File: src/rtl/swap_register_file_if.sv
// Host-side bundle for swap_register_file: write port, combinational read port and
// the swap command handshake, grouped so checkers can bind to one place.
interface swap_register_file_if #(
  parameter int ADDR_W = 7,
  parameter int DATA_W = 8,
  parameter int CNT_W  = 16
);
  logic              we;
  logic [ADDR_W-1:0] address_w;
  logic [DATA_W-1:0] data_w;
  logic [ADDR_W-1:0] address_r;
  logic [DATA_W-1:0] data_r;
  logic              swap_start;
  logic [ADDR_W-1:0] swap_addr_a;
  logic [ADDR_W-1:0] swap_addr_b;
  logic              swap_busy;
  logic              swap_done;
  logic              wr_rejected;
  logic [CNT_W-1:0]  swap_count;

  // Handshake: swap_start is accepted only on an edge where swap_busy is low; once
  // accepted, swap_busy stays high for exactly three cycles, then swap_done pulses
  // once. A start seen while busy is dropped, never queued. A write seen while busy
  // is dropped and flagged by a one-cycle wr_rejected pulse on the following cycle.
  modport master (
    output we, address_w, data_w, address_r, swap_start, swap_addr_a, swap_addr_b,
    input  data_r, swap_busy, swap_done, wr_rejected, swap_count
  );

  modport slave (
    input  we, address_w, data_w, address_r, swap_start, swap_addr_a, swap_addr_b,
    output data_r, swap_busy, swap_done, wr_rejected, swap_count
  );
endinterface

File: src/rtl/swap_register_file.sv
// Register file with one write port, one combinational read port and a swap engine
// that exchanges two entries while locking out the external write port.
module swap_register_file #(
  parameter int ADDR_W = 7,
  parameter int DATA_W = 8,
  parameter int CNT_W  = 16
) (
  input  logic                 clk,
  input  logic                 rst_n,
  swap_register_file_if.slave  bus,
  output logic [1:0]           dbg_state
);
  localparam int DEPTH = 1 << ADDR_W;

  typedef enum logic [1:0] {
    IDLE = 2'd0,
    LOAD = 2'd1,
    WR_A = 2'd2,
    WR_B = 2'd3
  } state_t;

  logic [DATA_W-1:0] mem_q [DEPTH];

  state_t            state_q, state_d;
  logic [ADDR_W-1:0] addr_a_q, addr_a_d;
  logic [ADDR_W-1:0] addr_b_q, addr_b_d;
  logic [DATA_W-1:0] tmp_a_q, tmp_a_d;
  logic [DATA_W-1:0] tmp_b_q, tmp_b_d;
  logic              busy_q, busy_d;
  logic              done_q, done_d;
  logic              rej_q, rej_d;
  logic [CNT_W-1:0]  cnt_q, cnt_d;

  logic              mem_we;
  logic [ADDR_W-1:0] mem_waddr;
  logic [DATA_W-1:0] mem_wdata;

  always_comb begin
    state_d   = state_q;
    addr_a_d  = addr_a_q;
    addr_b_d  = addr_b_q;
    tmp_a_d   = tmp_a_q;
    tmp_b_d   = tmp_b_q;
    cnt_d     = cnt_q;
    done_d    = 1'b0;
    rej_d     = 1'b0;
    mem_we    = 1'b0;
    mem_waddr = bus.address_w;
    mem_wdata = bus.data_w;

    case (state_q)
      IDLE: begin
        // A write in the start cycle commits first, so LOAD sees the new value.
        mem_we = bus.we;
        if (bus.swap_start) begin
          addr_a_d = bus.swap_addr_a;
          addr_b_d = bus.swap_addr_b;
          state_d  = LOAD;
        end
      end
      LOAD: begin
        tmp_a_d = mem_q[addr_a_q];
        tmp_b_d = mem_q[addr_b_q];
        state_d = WR_A;
      end
      WR_A: begin
        mem_we    = 1'b1;
        mem_waddr = addr_a_q;
        mem_wdata = tmp_b_q;
        state_d   = WR_B;
      end
      WR_B: begin
        mem_we    = 1'b1;
        mem_waddr = addr_b_q;
        mem_wdata = tmp_a_q;
        done_d    = 1'b1;
        cnt_d     = cnt_q + CNT_W'(1);
        state_d   = IDLE;
      end
      default: state_d = IDLE;
    endcase

    if (state_q != IDLE && bus.we) rej_d = 1'b1;
    busy_d = (state_d != IDLE);
  end

  always_ff @(posedge clk or negedge rst_n) begin
    if (!rst_n) begin
      for (int i = 0; i < DEPTH; i++) mem_q[i] <= '0;
      state_q  <= IDLE;
      addr_a_q <= '0;
      addr_b_q <= '0;
      tmp_a_q  <= '0;
      tmp_b_q  <= '0;
      busy_q   <= 1'b0;
      done_q   <= 1'b0;
      rej_q    <= 1'b0;
      cnt_q    <= '0;
    end else begin
      if (mem_we) mem_q[mem_waddr] <= mem_wdata;
      state_q  <= state_d;
      addr_a_q <= addr_a_d;
      addr_b_q <= addr_b_d;
      tmp_a_q  <= tmp_a_d;
      tmp_b_q  <= tmp_b_d;
      busy_q   <= busy_d;
      done_q   <= done_d;
      rej_q    <= rej_d;
      cnt_q    <= cnt_d;
    end
  end

  assign bus.data_r      = mem_q[bus.address_r];
  assign bus.swap_busy   = busy_q;
  assign bus.swap_done   = done_q;
  assign bus.wr_rejected = rej_q;
  assign bus.swap_count  = cnt_q;
  assign dbg_state       = state_q;
endmodule

File: src/flat_wrapper.sv
// flat-port wrapper written by rule: the top's interface ports become plain ports
module swap_register_file_flat 
#(
  parameter int ADDR_W = 7,
  parameter int DATA_W = 8,
  parameter int CNT_W  = 16
)
  (clk, rst_n, dbg_state, bus_we, bus_address_w, bus_data_w, bus_address_r, bus_swap_start, bus_swap_addr_a, bus_swap_addr_b, bus_data_r, bus_swap_busy, bus_swap_done, bus_wr_rejected, bus_swap_count);
  swap_register_file_if #(.ADDR_W(ADDR_W), .DATA_W(DATA_W), .CNT_W(CNT_W)) bus_i ();
  input  logic clk;
  input  logic rst_n;
  output logic [1:0] dbg_state;
  input wire logic [$bits(bus_i.we)-1:0] bus_we;
  input wire logic [$bits(bus_i.address_w)-1:0] bus_address_w;
  input wire logic [$bits(bus_i.data_w)-1:0] bus_data_w;
  input wire logic [$bits(bus_i.address_r)-1:0] bus_address_r;
  input wire logic [$bits(bus_i.swap_start)-1:0] bus_swap_start;
  input wire logic [$bits(bus_i.swap_addr_a)-1:0] bus_swap_addr_a;
  input wire logic [$bits(bus_i.swap_addr_b)-1:0] bus_swap_addr_b;
  output wire logic [$bits(bus_i.data_r)-1:0] bus_data_r;
  output wire logic [$bits(bus_i.swap_busy)-1:0] bus_swap_busy;
  output wire logic [$bits(bus_i.swap_done)-1:0] bus_swap_done;
  output wire logic [$bits(bus_i.wr_rejected)-1:0] bus_wr_rejected;
  output wire logic [$bits(bus_i.swap_count)-1:0] bus_swap_count;
  assign bus_i.we = bus_we;
  assign bus_i.address_w = bus_address_w;
  assign bus_i.data_w = bus_data_w;
  assign bus_i.address_r = bus_address_r;
  assign bus_i.swap_start = bus_swap_start;
  assign bus_i.swap_addr_a = bus_swap_addr_a;
  assign bus_i.swap_addr_b = bus_swap_addr_b;
  assign bus_data_r = bus_i.data_r;
  assign bus_swap_busy = bus_i.swap_busy;
  assign bus_swap_done = bus_i.swap_done;
  assign bus_wr_rejected = bus_i.wr_rejected;
  assign bus_swap_count = bus_i.swap_count;
  swap_register_file #(.ADDR_W(ADDR_W), .DATA_W(DATA_W), .CNT_W(CNT_W)) u_core (.clk(clk), .rst_n(rst_n), .bus(bus_i), .dbg_state(dbg_state));
endmodule
File: config.mk
export PLATFORM = sky130hd
export DESIGN_NAME = swap_register_file_flat
export DESIGN_NICKNAME = d
export VERILOG_FILES = /design/src/rtl/swap_register_file_if.sv /design/src/rtl/swap_register_file.sv /design/src/flat_wrapper.sv
export SDC_FILE = /design/constraint.sdc
export NUM_CORES = 2
export LEC_CHECK = 0
export ABC_AREA = 1
export CORE_MARGIN = 8
export CORE_UTILIZATION = 30
export CTS_BUF_LIST = sky130_fd_sc_hd__clkbuf_8
export DETAILED_ROUTE_END_ITERATION = 8
export DONT_BUFFER_PORTS = 1
export HOLD_SLACK_MARGIN = 0.05
export PLACE_DENSITY = 0.42
export SYNTH_ARGS = -nofsm -noshare
export SYNTH_HDL_FRONTEND = slang
export SYNTH_SLANG_ARGS = --single-unit
File: constraint.sdc
create_clock -name clk -period 6.8 [get_ports clk]
set_input_delay 1.36 -clock clk [delete_from_list [all_inputs] [get_ports clk]]
set_output_delay 1.36 -clock clk [all_outputs]
set_load 0.01 [all_outputs]
==> flow_metrics.tcl <==
set metrics [dict create \
    use_met3 0.05228 \
    worst_slew_pin_slew_ns 1.628 \
    gp_congestion 0.8730 \
    required_ns 5.44 \
    drc 0 \
    fillCellCount 24569 \
    setup_tns_ns 0 \
    numPortBuffers 0 \
    core_region_area_um2 227500 \
    switching_share 0.5483 \
    finClkSkew_ns 0.06481 \
    synth_top_family_by_area "simple AND/OR/NAND/NOR gates" \
    max_freq_ghz 0.1569 \
    synth.distinct_cells 34 \
    top_usage_layer "met2" \
    multi_input_area_um2 37860 \
    setup_viol 0 \
    synthSimpleGateAreaFrac 0.4382 \
    p_int_mw 17.09 \
    grt_max_degree 562 \
    syn_inst 10583 \
    syn-num-nets 10629 \
    synthXorXnorAreaFrac 0.001658 \
    first_pass_iters 9 \
    cp_cell_sequence "inv_8 > buf_4 > nand2_1 > nand3_1 > nand3_1 > nand3_1 > nand2_1 > a21oi_1 > nand2_1 > nand2_1 > nand2_1 > nand2_1" \
    end_kind "output pin" \
    regArea_um2 26930 \
    irDropWorstVdd_mv 0.3444 \
    p_seq_frac 0.301 \
    status "complete, but fails checks" \
    powerDensity_nw_per_um2 505.1 \
    initial_core_util 0.3019 \
    power.total_mw 37.83 \
    worstSetupStartpointType "input pin" \
    path_delay_family "buffers and inverters" \
    synth_area_leaders "dfrtp_1, nand2_1, nand3_1" \
    hold_class "input pin to async pin" \
    synth_top_area_frac 0.3917 \
    use_met2 0.4310 \
    finalMaxSlewViolations 173 \
    placed_cells 12815 \
    dp_hpwl_um 205900 \
    cts.clk_slew.worst_paths_ns 0.06 \
    worstSetupStartpoint "bus_address_r[0]" \
    ys_seq_elements 1075 \
    grt-ovfl-total 0 \
    die_h_um 494.4 \
    min_period_ns 6.372 \
    synthAdderAreaFrac 0.001093 \
    cp_slowest_cell "inv_8" \
    cts_root_buf "clkbuf_8" \
    yosysSeqAreaShare 0.3917 \
    drt_iter0_markers 10291 \
    muxShareOfSynthArea 0 \
    cts.path.max_buffers 3 \
    stdcell_count 13212 \
    synth.avg_cell_area_um2 6.489 \
    vias 75898 \
    clock_power_share 0.183 \
    hold_violations 0 \
    insertion_delay_ns 1.04 \
    synth_flop_cell "dfrtp_1" \
    crit_arrival_ns 5.01 \
    rsz0062_at_grt "false" \
    yosysMostFrequentCell "nand2_1" \
    cts-hold-fix-buffers 0 \
    async_flop_share 1.000 \
    power_leakage_nw 31.42 \
    p_comb_frac 0.516 \
    worstPathMaxFanout 561 \
    synth_area_leader_cell "dfrtp_1" \
    cts.sinks 1075 \
    die-area_um2 244500 \
    wirelength_um 360000 \
    postCtsSetupBuffers 0 \
    cts_resized 0 \
    drv_cap 0 \
    period_share 0.9371 \
    via_per_inst 5.745 \
    die_width_um 494.4 \
    p_sw_mw 20.74 \
    numCtsBuffers 215 \
    cts_tree "yes" \
    fin_nets 10069 \
    ant_nets 0 \
    synth.cell_area_um2 68670 \
    violations "slew limit" \
    worst_path_most_repeated_cell "nand2_1" \
    path_buf_inv 2 \
    cpPeakStageDelay_ns 0.88 \
    rows 175 \
    grt_antenna_before_repair 17 \
    rr_startpoint "u_core.dbg_state[0]$_DFF_PN0_" \
    grt_usage 0.2841 \
    synth_compound_area_frac 0.1086 \
    layout-drive-gt1-share 0.06026 \
    grtUsageMet1 0.3875 \
    num_io_pins 69 \
    htree_levels 4 \
    grt_pass1_wl_um 520600 \
    synthTopCellsByCount "nand2_1, nand3_1, o21ai_0" \
    grt_pass1_vias 71031 \
    wl_per_cell_um 27.25 \
    areaGrowthSynthToFinish_pct 9.063 \
    yosysWarnings 0 \
    synth_edf_count 0 \
    criticalPathCategory "input pin to output pin" \
    relSlewSlack -0.08537 \
]
[final timing paths]
check	to	slack, ns	cells past startpoint
worst max-delay path	bus_data_r[5]	0.43	12
worst min-delay path	u_core.mem_q[166]$_DFFE_PN0P_	0.25	1
worst max register to register	u_core.mem_q[803]$_DFFE_PN0P_	1.98	9
worst min register to register	u_core.tmp_a_q[7]$_DFFE_PN0N_	0.49	2
max in group asynchronous	u_core.mem_q[594]$_DFFE_PN0P_	4.88	2
min in group clk	u_core.bus.wr_rejected$_DFF_PN0_	0.41	2
[cells in the final DEF, fill, tap and decap left out, types with 5 or more instances in the layout]
| cell | instances |
|---|---|
| a21oi_1 | 100 |
| a21oi_2 | 5 |
| a21oi_4 | 9 |
| a22o_1 | 8 |
| buf_12 | 35 |
| buf_4 | 110 |
| clkbuf_8 | 272 |
| clkinv_2 | 25 |
| clkinvlp_4 | 6 |
| dfrtp_1 | 1065 |
| dfrtp_4 | 8 |
| diode_2 | 13 |
| ha_1 | 6 |
| inv_1 | 143 |
| inv_2 | 10 |
| inv_6 | 9 |
| inv_8 | 9 |
| nand2_1 | 4133 |
| nand2_2 | 60 |
| nand2_4 | 24 |
| nand3_1 | 2581 |
| nor2_1 | 186 |
| nor2_4 | 21 |
| o21ai_0 | 1099 |
| o21ai_1 | 147 |
| o22ai_1 | 87 |
| xnor2_1 | 5 |
| xor2_1 | 8 |
[cells by family after synthesis]
logic type | after synthesis
flip-flops | 1075
XOR/XNOR | 13
adder cells (fa/ha/maj) | 6
AO/OA/AOI/OAI | 1456
AND/OR/NAND/NOR | 7015
buffers and inverters | 1018
[sequential cells by signal (all words and copies together) (netlist names)]
name,flops
u_core.tmp_b_q,8
u_core.addr_a_q,7
u_core.bus.swap_done,1
u_core.bus.swap_count,16
u_core.mem_q,1024
u_core.addr_b_q,7
u_core.dbg_state,2
u_core.bus.swap_busy,1
u_core.tmp_a_q,8
u_core.bus.wr_rejected,1
[through the flow]
step / hold slack (ns) / area, µm² / setup slack [ns] / util
after floorplan: 0.4495 / 68670 / 2.560 / -
final: 0.2463 / 74900 / 0.4280 / 0.3292
after CTS: 0.2203 / 74860 / 1.417 / 0.3291
after global routing: 0.2637 / 74880 / 0.8693 / 0.3292
after detailed placement: 0.4685 / 70540 / 1.422 / 0.3101
after global placement: 0.4636 / 70540 / 1.317 / 0.3101
[cell type report]
type	instances	share of cell area
Timing Repair Buffer	146	0.02075
Antenna cell	13	0.0004344
Multi-Input combinational cell	8490	0.5055
Clock buffer	272	0.04998
Clock inverter	112	0.007718
Inverter	95	0.005747
Tap cell	3009	0.05027
Sequential cell	1075	0.3596
[power groups by stage]
| stage | registers [mW] | clock network [mW] | logic, mW |
|---|---|---|---|
| 2_1_floorplan | 10.3 | 0 | 11.8 |
| 3_3_place_gp | 11.3 | 0 | 19.0 |
| 3_5_place_dp | 11.3 | 0 | 19.1 |
| 4_1_cts | 11.3 | 7.09 | 19.2 |
| 5_1_grt | 11.7 | 7.34 | 20.9 |
| 6_report | 11.4 | 6.92 | 19.5 |
[metal layers]
metal	part of all wire	wire length, µm	vias up
met4	0.053	19120	2
met2	0.43	156200	4395
li1	-	-	34095
met5	0.000033	12	-
met1	0.42	151200	36443
met3	0.093	33410	963
Note: power is estimated with default switching activity, not from simulation.
